**src/rtl/ahb_multi_arbiter_if.sv**
```systemverilog
// ahb_multi_arbiter_if -- bundle between the bus arbiter and the fabric.
//
// Purpose: groups the request/response inputs and the grant/select/phase
// outputs of ahb_multi_arbiter into one interface.
//   master modport : arbiter side (drives grant, selects, phase enables, pulses)
//   slave  modport : fabric/requester side (drives requests and slave response)
// Signals:
//   busreq, m_write, split_release [NUM_MASTERS]   per-master inputs
//   m_slv [NUM_MASTERS*SW]                          per-master slave index, master 0 at LSBs
//   rdyout, respout[1:0]                            slave ready / response
//   grant [NUM_MASTERS], mst_sel [MW], slv_sel [NUM_SLAVES]
//   addr_en, wdata_en, rdata_en, error, timeout
interface ahb_multi_arbiter_if #(
   parameter int NUM_MASTERS = 4,
   parameter int NUM_SLAVES  = 4
);
   localparam int MW = $clog2(NUM_MASTERS);
   localparam int SW = $clog2(NUM_SLAVES);

   logic [NUM_MASTERS-1:0]    busreq;
   logic [NUM_MASTERS-1:0]    m_write;
   logic [NUM_MASTERS*SW-1:0] m_slv;
   logic                      rdyout;
   logic [1:0]                respout;
   logic [NUM_MASTERS-1:0]    split_release;
   logic [NUM_MASTERS-1:0]    grant;
   logic [MW-1:0]             mst_sel;
   logic [NUM_SLAVES-1:0]     slv_sel;
   logic                      addr_en;
   logic                      wdata_en;
   logic                      rdata_en;
   logic                      error;
   logic                      timeout;

   modport master (
      input  busreq, m_write, m_slv, rdyout, respout, split_release,
      output grant, mst_sel, slv_sel, addr_en, wdata_en, rdata_en, error, timeout
   );

   modport slave (
      output busreq, m_write, m_slv, rdyout, respout, split_release,
      input  grant, mst_sel, slv_sel, addr_en, wdata_en, rdata_en, error, timeout
   );
endinterface

```
**src/rtl/ahb_multi_arbiter.sv**
```systemverilog
// ahb_multi_arbiter -- round-robin arbiter and bus control FSM for
// NUM_MASTERS requesters sharing one bus to NUM_SLAVES slaves.
//
// Ports:
//   clk  : rising-edge clock
//   rst  : asynchronous active-high reset
//   bus  : ahb_multi_arbiter_if.master (requests, slave response, grant,
//          master/slave selects, address/data phase enables, error/timeout)
// Behaviour: IDLE picks the first eligible (requesting, not split-masked)
// master at or above the rotating pointer, then runs one ADDR cycle and a
// DATA phase until OKAY+ready, ERROR, SPLIT, or the retry limit ends it.
// All outputs are registered: they are computed from the next state.
// Optional feature macro: BUS_TIMEOUT_EN (wait-state timeout of TIMEOUT_CYC).
module ahb_multi_arbiter #(
   parameter int NUM_MASTERS = 4,
   parameter int NUM_SLAVES  = 4,
   parameter int MAX_RETRY   = 3,
   parameter int TIMEOUT_CYC = 16
) (
   input logic                clk,
   input logic                rst,
   ahb_multi_arbiter_if.master bus
);
   localparam int MW = $clog2(NUM_MASTERS);
   localparam int SW = $clog2(NUM_SLAVES);
   localparam int RW = $clog2(MAX_RETRY + 1);

   typedef enum logic [1:0] {IDLE, ADDR, DATA} state_t;

   state_t                 state_q, state_d;
   logic [MW-1:0]          g_q, g_d, rr_q, rr_d, g_inc;
   logic                   wr_q, wr_d;
   logic [SW-1:0]          slv_q, slv_d;
   logic [RW-1:0]          retry_cnt_q, retry_cnt_d;
   logic [NUM_MASTERS-1:0] split_mask_q, split_mask_d, set_mask, eligible;
   logic [NUM_MASTERS-1:0] grant_q, grant_d, gnt_dec;
   logic [MW-1:0]          mst_sel_q, mst_sel_d;
   logic [NUM_SLAVES-1:0]  slv_sel_q, slv_sel_d, slv_dec;
   logic                   addr_en_q, addr_en_d, wdata_en_q, wdata_en_d;
   logic                   rdata_en_q, rdata_en_d, error_q, error_d;
   logic                   found;
   logic [MW-1:0]          pick;
   logic [SW-1:0]          m_slv_arr [NUM_MASTERS];
`ifdef BUS_TIMEOUT_EN
   localparam int WCW = $clog2(TIMEOUT_CYC + 1);
   logic [WCW-1:0]         wait_cnt_q, wait_cnt_d;
   logic                   timeout_q, timeout_d;
`endif

   genvar gi;
   generate
      for (gi = 0; gi < NUM_MASTERS; gi++) begin : g_mst
         assign m_slv_arr[gi] = bus.m_slv[gi*SW +: SW];
         assign gnt_dec[gi]   = (g_d == MW'(gi));
      end
      for (gi = 0; gi < NUM_SLAVES; gi++) begin : g_slv
         // An out-of-range index matches no bit, so a decode error selects nothing.
         assign slv_dec[gi] = (slv_d == SW'(gi));
      end
   endgenerate

   assign eligible = bus.busreq & ~split_mask_q;
   assign g_inc    = (g_q == MW'(NUM_MASTERS - 1)) ? '0 : g_q + 1'b1;

   // Next-state / control process.
   always_comb begin
      state_d     = state_q;
      g_d         = g_q;
      wr_d        = wr_q;
      slv_d       = slv_q;
      rr_d        = rr_q;
      retry_cnt_d = retry_cnt_q;
      set_mask    = '0;
      error_d     = 1'b0;
      found       = 1'b0;
      pick        = '0;
`ifdef BUS_TIMEOUT_EN
      wait_cnt_d  = wait_cnt_q;
      timeout_d   = 1'b0;
`endif
      // Rotating priority: scan from rr upward, wrapping.
      for (int i = 0; i < NUM_MASTERS; i++) begin
         logic [MW-1:0] idx;
         idx = MW'((32'(rr_q) + i) % NUM_MASTERS);
         if (!found && eligible[idx]) begin
            found = 1'b1;
            pick  = idx;
         end
      end
      case (state_q)
         IDLE: begin
            if (found) begin
               g_d         = pick;
               wr_d        = bus.m_write[pick];
               slv_d       = m_slv_arr[pick];
               retry_cnt_d = '0;
               state_d     = ADDR;
            end
         end
         ADDR: begin
            if (32'(slv_q) >= NUM_SLAVES) begin
               error_d = 1'b1;
               rr_d    = g_inc;
               state_d = IDLE;
            end else begin
               state_d = DATA;
`ifdef BUS_TIMEOUT_EN
               wait_cnt_d = '0;
`endif
            end
         end
         DATA: begin
            case (bus.respout)
               2'b00: begin
                  if (bus.rdyout) begin
                     rr_d    = g_inc;
                     state_d = IDLE;
                  end
`ifdef BUS_TIMEOUT_EN
                  else if (wait_cnt_q == WCW'(TIMEOUT_CYC - 1)) begin
                     timeout_d = 1'b1;
                     rr_d      = g_inc;
                     state_d   = IDLE;
                  end else begin
                     wait_cnt_d = wait_cnt_q + 1'b1;
                  end
`endif
               end
               2'b01: begin
                  error_d = 1'b1;
                  rr_d    = g_inc;
                  state_d = IDLE;
               end
               2'b10: begin
                  if (retry_cnt_q == RW'(MAX_RETRY - 1)) begin
                     error_d = 1'b1;
                     rr_d    = g_inc;
                     state_d = IDLE;
                  end else begin
                     retry_cnt_d = retry_cnt_q + 1'b1;
                     state_d     = ADDR;
                  end
               end
               default: begin
                  set_mask = gnt_dec;
                  rr_d     = g_inc;
                  state_d  = IDLE;
               end
            endcase
         end
         default: state_d = IDLE;
      endcase
      // Set after clear: a SPLIT in the same cycle as a release wins.
      split_mask_d = (split_mask_q & ~bus.split_release) | set_mask;
   end

   // Registered outputs follow the state being entered.
   always_comb begin
      grant_d    = '0;
      mst_sel_d  = '0;
      slv_sel_d  = '0;
      addr_en_d  = 1'b0;
      wdata_en_d = 1'b0;
      rdata_en_d = 1'b0;
      if (state_d != IDLE) begin
         grant_d   = gnt_dec;
         mst_sel_d = g_d;
         slv_sel_d = slv_dec;
      end
      if (state_d == ADDR) addr_en_d = 1'b1;
      if (state_d == DATA) begin
         wdata_en_d = wr_d;
         rdata_en_d = ~wr_d;
      end
   end

   always_ff @(posedge clk or posedge rst) begin
      if (rst) begin
         state_q      <= IDLE;
         g_q          <= '0;
         wr_q         <= 1'b0;
         slv_q        <= '0;
         rr_q         <= '0;
         retry_cnt_q  <= '0;
         split_mask_q <= '0;
         grant_q      <= '0;
         mst_sel_q    <= '0;
         slv_sel_q    <= '0;
         addr_en_q    <= 1'b0;
         wdata_en_q   <= 1'b0;
         rdata_en_q   <= 1'b0;
         error_q      <= 1'b0;
`ifdef BUS_TIMEOUT_EN
         wait_cnt_q   <= '0;
         timeout_q    <= 1'b0;
`endif
      end else begin
         state_q      <= state_d;
         g_q          <= g_d;
         wr_q         <= wr_d;
         slv_q        <= slv_d;
         rr_q         <= rr_d;
         retry_cnt_q  <= retry_cnt_d;
         split_mask_q <= split_mask_d;
         grant_q      <= grant_d;
         mst_sel_q    <= mst_sel_d;
         slv_sel_q    <= slv_sel_d;
         addr_en_q    <= addr_en_d;
         wdata_en_q   <= wdata_en_d;
         rdata_en_q   <= rdata_en_d;
         error_q      <= error_d;
`ifdef BUS_TIMEOUT_EN
         wait_cnt_q   <= wait_cnt_d;
         timeout_q    <= timeout_d;
`endif
      end
   end

   assign bus.grant    = grant_q;
   assign bus.mst_sel  = mst_sel_q;
   assign bus.slv_sel  = slv_sel_q;
   assign bus.addr_en  = addr_en_q;
   assign bus.wdata_en = wdata_en_q;
   assign bus.rdata_en = rdata_en_q;
   assign bus.error    = error_q;
`ifdef BUS_TIMEOUT_EN
   assign bus.timeout  = timeout_q;
`else
   assign bus.timeout  = 1'b0;
`endif
endmodule
```
**src/flat_wrapper.sv**
```systemverilog
// flat-port wrapper written by rule: the top's interface ports become plain ports
module ahb_multi_arbiter_flat 
#(
   parameter int NUM_MASTERS = 4,
   parameter int NUM_SLAVES  = 4,
   parameter int MAX_RETRY   = 3,
   parameter int TIMEOUT_CYC = 16
)
  (clk, rst, bus_busreq, bus_m_write, bus_m_slv, bus_rdyout, bus_respout, bus_split_release, bus_grant, bus_mst_sel, bus_slv_sel, bus_addr_en, bus_wdata_en, bus_rdata_en, bus_error, bus_timeout);
  ahb_multi_arbiter_if #(.NUM_MASTERS(NUM_MASTERS), .NUM_SLAVES(NUM_SLAVES)) bus_i ();
  input logic clk;
  input logic rst;
  input wire logic [$bits(bus_i.busreq)-1:0] bus_busreq;
  input wire logic [$bits(bus_i.m_write)-1:0] bus_m_write;
  input wire logic [$bits(bus_i.m_slv)-1:0] bus_m_slv;
  input wire logic [$bits(bus_i.rdyout)-1:0] bus_rdyout;
  input wire logic [$bits(bus_i.respout)-1:0] bus_respout;
  input wire logic [$bits(bus_i.split_release)-1:0] bus_split_release;
  output wire logic [$bits(bus_i.grant)-1:0] bus_grant;
  output wire logic [$bits(bus_i.mst_sel)-1:0] bus_mst_sel;
  output wire logic [$bits(bus_i.slv_sel)-1:0] bus_slv_sel;
  output wire logic [$bits(bus_i.addr_en)-1:0] bus_addr_en;
  output wire logic [$bits(bus_i.wdata_en)-1:0] bus_wdata_en;
  output wire logic [$bits(bus_i.rdata_en)-1:0] bus_rdata_en;
  output wire logic [$bits(bus_i.error)-1:0] bus_error;
  output wire logic [$bits(bus_i.timeout)-1:0] bus_timeout;
  assign bus_i.busreq = bus_busreq;
  assign bus_i.m_write = bus_m_write;
  assign bus_i.m_slv = bus_m_slv;
  assign bus_i.rdyout = bus_rdyout;
  assign bus_i.respout = bus_respout;
  assign bus_i.split_release = bus_split_release;
  assign bus_grant = bus_i.grant;
  assign bus_mst_sel = bus_i.mst_sel;
  assign bus_slv_sel = bus_i.slv_sel;
  assign bus_addr_en = bus_i.addr_en;
  assign bus_wdata_en = bus_i.wdata_en;
  assign bus_rdata_en = bus_i.rdata_en;
  assign bus_error = bus_i.error;
  assign bus_timeout = bus_i.timeout;
  ahb_multi_arbiter #(.NUM_MASTERS(NUM_MASTERS), .NUM_SLAVES(NUM_SLAVES), .MAX_RETRY(MAX_RETRY), .TIMEOUT_CYC(TIMEOUT_CYC)) u_core (.clk(clk), .rst(rst), .bus(bus_i));
endmodule
```
**config.mk**
```make
export PLATFORM = sky130hd
export DESIGN_NAME = ahb_multi_arbiter_flat
export DESIGN_NICKNAME = d
export VERILOG_FILES = /design/src/rtl/ahb_multi_arbiter_if.sv /design/src/rtl/ahb_multi_arbiter.sv /design/src/flat_wrapper.sv
export SDC_FILE = /design/constraint.sdc
export NUM_CORES = 1
export LEC_CHECK = 0
export BUFFER_PORTS_ARGS = -buffer_cell sky130_fd_sc_hd__buf_2
export CAP_MARGIN = 20
export CELL_PAD_IN_SITES_DETAIL_PLACEMENT = 1
export CELL_PAD_IN_SITES_GLOBAL_PLACEMENT = 2
export CORE_MARGIN = 1
export CORE_UTILIZATION = 34
export DETAILED_ROUTE_END_ITERATION = 7
export HOLD_SLACK_MARGIN = 0.15
export PLACE_DENSITY = 0.91
export SKIP_LAST_GASP = 1
export SLEW_MARGIN = 20
export SYNTH_ARGS = -nofsm -noshare
export SYNTH_HDL_FRONTEND = slang
export SYNTH_SLANG_ARGS = --single-unit
```
**constraint.sdc**
```tcl
create_clock -name clk -period 3.9 [get_ports clk]
set_input_delay 0.195 -clock clk [delete_from_list [all_inputs] [get_ports clk]]
set_output_delay 0.195 -clock clk [all_outputs]
set_load 0.02 [all_outputs]
```
# Word-level counts from Yosys, hierarchy flattened
# Index checks and enable logic that the tools add are counted.
[classes]
reduce_logical = 15
n_bitwise = 7
magnitude_cmp = 6
n_eq_ne = 19
n_shift = 0
mul = 0
mux = 51
n_addsub = 5
div_mod_pow = 0
[ops]
columns = ["operator", "count"]
rows = [
  ["2-to-1 mux 2 bit", 19],
  ["== test 2 bit, second input constant", 9],
  ["2-to-1 mux 1 bit", 17],
  ["2-to-1 mux 4 bit", 4],
  ["< comparator 2 x 3 -> 1 bit, second input constant", 5],
  ["case mux 2 bit (2 select lines)", 3],
  ["binary-select mux 1 bit (select 2 bit)", 5],
  ["== test 2 x 1 -> 1 bit, second input constant", 5],
  ["AND 4 bit", 2],
  ["logical NOT 2 bit", 4],
  ["NOT 4 bit", 2],
  ["adder 2 x 1 -> 2 bit, second input constant", 3],
  ["inequality test 2 x 1 -> 1 bit, second input constant", 3],
  ["case mux 2 bit (3 select lines)", 1],
  ["adder 2 bit, second input constant", 2],
  ["binary-select mux 2 bit (select 2 bit)", 1],
  ["inequality test 2 bit, second input constant", 2],
  ["bitwise OR 4 bit", 1],
  ["AND reduction 4 bit", 1],
  ["nonzero test 2 bit", 2],
  ["greater-or-equal comparator 3 bit, second input constant", 1],
  ["logical AND 1 bit", 3],
  ["logical NOT 1 bit", 3],
  ["NOT 2 -> 3 bit", 1],
  ["4 further kinds", 4],
]
[word_totals]
ramBits = 0
mem_count = 0
ff_bits = 29
elab_cells = 117
latch_bits = 0
mem_bits_ro = 0

# Depth between registers and ports, before layout
[logic_depth]
depth_word = 22
ltp_mapped = 7

# Worst setup path before layout
# No wires, ideal clock.
[synth_timing]
kind = "register to register"
startpoint = "register u_core.split_mask_q[3]"
endpoint = "register u_core.slv_sel_q[1], in the netlist u_core.bus.slv_sel[1]"
t_required_ns = 3.811
stages_incl_launch_ff = 8
setup_ns = 0.089
arrival_ns = 1.723
period_less_slack_ns = 1.812
setup_slack_ns = 2.088
cell_sequence = "dfrtp_1 -> nand2b_4 -> o21ai_1 -> a22o_4 -> mux2_4 -> a221oi_4 -> inv_2 -> nor3b_1"
[synth_via]
elab_chain_len = 22
elab_cells_between_ends = 35
[synth_rtl]
columns = ["item", "line", "rtl"]
rows = [
  ["start, declared", "ahb_multi_arbiter.sv:35", "logic [NUM_MASTERS-1:0] split_mask_q, split_mask_d, set_mask, eligible;"],
  ["start signal, assigned", "ahb_multi_arbiter.sv:204", "split_mask_q <= split_mask_d;"],
  ["NOT 4 bit (*)", "ahb_multi_arbiter.sv:62", "assign eligible = bus.busreq & ~split_mask_q;"],
  ["AND 4 bit (*)", "ahb_multi_arbiter.sv:62", ""],
  ["binary-select mux 1 bit (select 2 bit)", "ahb_multi_arbiter.sv:85", "if (!found && eligible[idx]) begin"],
  ["2-to-1 mux 1 bit (implied by the code)", "ahb_multi_arbiter.sv:85", ""],
  ["2-to-1 mux 1 bit", "ahb_multi_arbiter.sv:85", ""],
  ["logical NOT 1 bit", "ahb_multi_arbiter.sv:85", ""],
  ["logical AND 1 bit", "ahb_multi_arbiter.sv:85", ""],
  ["2-to-1 mux 1 bit", "ahb_multi_arbiter.sv:85", ""],
  ["[... 7 more ...]", "--", ""],
  ["binary-select mux 2 bit (select 2 bit)", "ahb_multi_arbiter.sv:95", "slv_d = m_slv_arr[pick];"],
  ["2-to-1 mux 2 bit (implied by the code) (2 in series)", "ahb_multi_arbiter.sv:95", ""],
  ["2-to-1 mux 2 bit (*)", "ahb_multi_arbiter.sv:92", "if (found) begin"],
  ["2-to-1 mux 2 bit (*)", "ahb_multi_arbiter.sv:90", "case (state_q)"],
  ["via u_core.slv_d[1]", "ahb_multi_arbiter.sv:33", "logic [SW-1:0] slv_q, slv_d;"],
  ["== test 2 x 1 -> 1 bit (*)", "ahb_multi_arbiter.sv:58", "assign slv_dec[gi] = (slv_d == SW'(gi));"],
  ["2-to-1 mux 4 bit (*)", "ahb_multi_arbiter.sv:165", "if (state_d != IDLE) begin"],
  ["via u_core.slv_sel_d[1]", "ahb_multi_arbiter.sv:38", "logic [NUM_SLAVES-1:0] slv_sel_q, slv_sel_d, slv_dec;"],
  ["end signal, assigned", "ahb_multi_arbiter.sv:207", "slv_sel_q <= slv_sel_d;"],
  ["end, declared", "ahb_multi_arbiter.sv:38", ""],
]
# Mark *: on every way through the listed nets, which the timed path passes. The rest lies on a longest branch. The select of a mux whose other input is x is not followed.
# A chain may end at the register's enable or synchronous reset.

# Worst setup path after layout
[layout_timing]
startpoint = "register u_core.split_mask_q[3]"
endpoint = "register u_core.slv_sel_q[3], in the netlist u_core.bus.slv_sel[3]"
[layout_via]
elab_chain_len = 22
elab_cells_between_ends = 35
[layout_rtl]
columns = ["item", "line"]
rows = [
  ["NOT 4 bit (*)", "ahb_multi_arbiter.sv:62"],
  ["AND 4 bit (*)", "ahb_multi_arbiter.sv:62"],
  ["binary-select mux 1 bit (select 2 bit)", "ahb_multi_arbiter.sv:85"],
  ["2-to-1 mux 1 bit (implied by the code)", "ahb_multi_arbiter.sv:85"],
  ["2-to-1 mux 1 bit", "ahb_multi_arbiter.sv:85"],
  ["logical NOT 1 bit", "ahb_multi_arbiter.sv:85"],
  ["logical AND 1 bit", "ahb_multi_arbiter.sv:85"],
  ["2-to-1 mux 1 bit", "ahb_multi_arbiter.sv:85"],
  ["[... 7 more ...]", "--"],
  ["binary-select mux 2 bit (select 2 bit)", "ahb_multi_arbiter.sv:95"],
  ["2-to-1 mux 2 bit (implied by the code) (2 in series)", "ahb_multi_arbiter.sv:95"],
  ["2-to-1 mux 2 bit (*)", "ahb_multi_arbiter.sv:92"],
  ["2-to-1 mux 2 bit (*)", "ahb_multi_arbiter.sv:90"],
  ["via u_core.slv_d[0]", "ahb_multi_arbiter.sv:33"],
  ["== test 2 bit (*)", "ahb_multi_arbiter.sv:58"],
  ["2-to-1 mux 4 bit (*)", "ahb_multi_arbiter.sv:165"],
  ["via u_core.slv_sel_d[3]", "ahb_multi_arbiter.sv:38"],
]
# Marked as above.

==> results.py <==
metrics = {
    "run_status": {
        "outcome": "finished, final reports clean",
    },
    "grt": {
        "grt_remaining_overflow": 0,
        "track_usage": 0.186,
        "grt_pass1_wl_um": 6100,
        "antenna_found_initial": 0,
        "grt_max_degree": 30,
        "grt_pass1_vias": 1303,
    },
    "layout": {
        "final_core_util": 0.455,
        "fin_nets": 217,
        "antenna_cells": 0,
        "num-fill-cells": 468,
        "stdcell_area_um2": 1860,
        "drive_gt1_frac": 0.326,
        "syn_to_final_growth_pct": 25.5,
    },
    "sta": {
        "worstMarginPinSlew_ps": 727,
        "min_period_over_period": 0.535,
        "min_period_ps": 2090,
        "rsz0062_at_grt": "false",
        "finalClockSkew_ps": 5.77,
        "hold_viol": 0,
        "max_freq_mhz": 479,
        "setup_viol": 0,
        "timing.hold.ws_ps": 282,
        "tns_ps": 0,
        "slew_violations": 0,
        "slew_headroom": 0.515,
    },
    "place": {
        "gp_congestion": 0.754,
        "dp_hpwl_um": 2920,
        "place_area_um2": 1730,
        "io_buffers": 38,
    },
    "pwr": {
        "p_sw_uw": 565,
        "p_clk_frac": 0.177,
        "pwr-share-seq": 0.359,
        "peakVddDrop_mv": 0.325,
        "power.density_nw_per_um2": 721,
        "p_int_uw": 776,
        "p_leak_uw": 0.000947,
        "combPwrFrac": 0.464,
        "sw_frac_of_total": 0.421,
    },
    "synthesis": {
        "netlist_area_um2": 1480,
        "synth.distinct_cells": 42,
        "yosys.area.top_type": "dfrtp_1",
        "yosys.area.top_type_share": 0.490,
        "syn_inst": 137,
        "synth_seq_cells": 29,
        "synth_nets": 168,
        "yosysWarnings": 0,
        "yosys-top-cells-area": "dfrtp_1, ha_1, inv_1",
        "syn-mean-instance-area_um2": 10.8,
        "ys_seq_area_frac": 0.490,
    },
    "drt": {
        "vias_per_cell": 5.11,
        "drt_iter0_drc": 30,
        "wl_per_cell_um": 15.6,
        "firstDrtPassIters": 4,
        "wirelength_um": 3690,
        "drc": 0,
        "routed-via-count": 1211,
        "route.antenna.remaining_nets": 0,
    },
    "cts": {
        "clk_pin_slew_ps": 60,
        "cts_buffers": 5,
        "cts_tree": "built",
        "cts-htree-levels": 2,
        "cts_buffer_depth": 2,
        "clock_sinks": 29,
        "clk_latency_ps": 280,
        "post_cts_buffers": 0,
        "cts-root-buf": "clkbuf_8",
    },
    "setup_path": {
        "worstSetupStartpointType": "register",
        "rr_worst_depth": 6,
        "r2r_start": "u_core.split_mask_q[3]$_DFF_PP0_",
        "critPathMaxFanout": 5,
        "crit_path_end_kind": "register",
        "worstPathArrival_ps": 2270,
        "crit_type": "register to register",
        "r2r_end": "u_core.bus.slv_sel[3]$_DFF_PP0_",
        "crit_required_ps": 4080,
        "reg2reg_setup_slack_ps": 1810,
    },
    "min_path": {
        "holdPathStages": 3,
        "hold_end": "u_core.state_q[1]$_DFF_PP0_",
        "holdCritStartpoint": "bus_rdyout",
        "min_path_type": "input pin to register",
    },
    "die": {
        "rows": 23,
        "core_um2": 4090,
        "die_w_um": 68.0,
        "die_area_um2": 4630,
        "initial_core_util": 0.363,
        "die_y_um": 68.0,
        "ioPinCount": 40,
    },
    "run": {
        "cap_violations": 0,
    },
}
[repair_timing]
action | in CTS | in global routing
hold buffers | 4 | 1
resized for setup | 0 | 0
endpoints found under the hold margin | 4 | 29
endpoints found under the setup margin | 0 | 0
[worst max-delay path by stage]
| stage | startpoint | endpoint | cells past startpoint |
|---|---|---|---|
| floorplan | u_core.split_mask_q[3]$_DFF_PP0_ | u_core.bus.slv_sel[1]$_DFF_PP0_ | 7 |
| global placement | u_core.split_mask_q[1]$_DFF_PP0_ | u_core.bus.slv_sel[0]$_DFF_PP0_ | 7 |
| detailed placement | u_core.split_mask_q[3]$_DFF_PP0_ | u_core.bus.slv_sel[3]$_DFF_PP0_ | 6 |
| CTS | u_core.split_mask_q[3]$_DFF_PP0_ | u_core.bus.slv_sel[3]$_DFF_PP0_ | 6 |
| global route | u_core.split_mask_q[3]$_DFF_PP0_ | u_core.bus.slv_sel[1]$_DFF_PP0_ | 6 |
| finish | u_core.split_mask_q[3]$_DFF_PP0_ | u_core.bus.slv_sel[3]$_DFF_PP0_ | 6 |
[logic make-up (layout without fill, tap and decap cells)]
logic type	count (synthesis)	count (layout)	synth area share
adders and majority gates	6	6	0.0507
DFF	29	29	0.490
muxes	6	6	0.0456
and+or+nand+nor	44	44	0.173
buffers and inverters	17	67	0.0456
other	1	1	0.00253
AOI/OAI and AO/OA	34	34	0.193
[through the flow]
step / instances / worst slack (ps) / power, uW
global route: 237 / 1640 / 1440
global placement: 224 / 1930 / 1080
floorplan: 137 / 2090 / 931
detailed placement: 224 / 1840 / 1110
CTS: 236 / 1830 / 1360
finish: 237 / 1810 / 1340
[metal layers]
metal | routed length [um] | vias up | GRT usage
met4 | 30 | 0 | 0.0625
met5 | 0 | - | 0
li1 | - | 574 | -
met2 | 1880 | 37 | 0.311
met1 | 1560 | 596 | 0.223
met3 | 211 | 4 | 0.0617
[cell usage in the layout (no fill, tap or decap), types with 5 or more instances in the layout]
| master | instances |
|---|---|
| ha_1 | 6 |
| nor2_1 | 13 |
| clkbuf_8 | 5 |
| buf_2 | 38 |
| o22ai_1 | 5 |
| nor3_1 | 7 |
| dfrtp_1 | 29 |
| nand2b_1 | 5 |
| nand2_1 | 7 |
| dlygate4sd3_1 | 5 |
| inv_1 | 14 |
[worst max-delay path: stages (launching register included)]
cell and delay (ps):
dfrtp_1 400, nand2b_4 160, a21boi_0 430, o21ai_2 150, nor2b_4 170, a221oi_2 370, nor3b_1 300
[cell type report]
type | count | area (um2) | share of cell area
Timing Repair Buffer | 43 | 240 | 0.129
Clock buffer | 6 | 72.6 | 0.0390
Multi-Input combinational cell | 91 | 688 | 0.370
Tap cell | 50 | 62.6 | 0.0336
Sequential cell | 29 | 726 | 0.390
Clock inverter | 2 | 10.0 | 0.00538
Inverter | 16 | 60.1 | 0.0323
[registers in the layout, indices dropped and copies added (netlist names)]
name	count
u_core.bus.addr_en	1
u_core.bus.error	1
u_core.bus.grant	4
u_core.bus.mst_sel	2
u_core.bus.rdata_en	1
u_core.bus.slv_sel	4
u_core.bus.wdata_en	1
u_core.g_q	2
u_core.retry_cnt_q	2
u_core.rr_q	2
u_core.slv_q	2
u_core.split_mask_q	4
u_core.state_q	2
u_core.wr_q	1
[cells in the mapped netlist]
master     count
o2111a_1       2
o211ai_1       1
nand2b_1       5
nor2b_1        2
or3_1          1
a22oi_1        1
a22oi_2        1
inv_1         15
o31ai_1        1
nor2b_4        3
nand3b_1       1
a21boi_0       2
nor2_1        13
o21a_1         1
a21oi_2        1
a221oi_1       1
o21ai_2        1
a22o_1         1
o22ai_1        5
o21ai_1        2
a22o_4         1
nor3_1         7
nor3b_1        2
a221oi_2       1
nand2b_4       2
o21ai_0        3
mux2i_1        3
mux2_4         1
mux2_2         2
nand3_1        1
dfrtp_1       29
a211o_1        1
o2111ai_1      1
buf_4          1
ha_1           6
inv_2          1
nand2_1        7
a211oi_1       1
a21boi_1       2
a221oi_4       1
conb_1         1
a21oi_1        3
[power groups by stage]
stage | registers, uW | clock network [uW] | logic, uW
2_1_floorplan | 527 | 0 | 404
3_3_place_gp | 483 | 0 | 595
3_5_place_dp | 483 | 0 | 627
4_1_cts | 482 | 245 | 631
5_1_grt | 492 | 256 | 690
6_report | 481 | 238 | 622
Power figures use the tool's default switching activity.
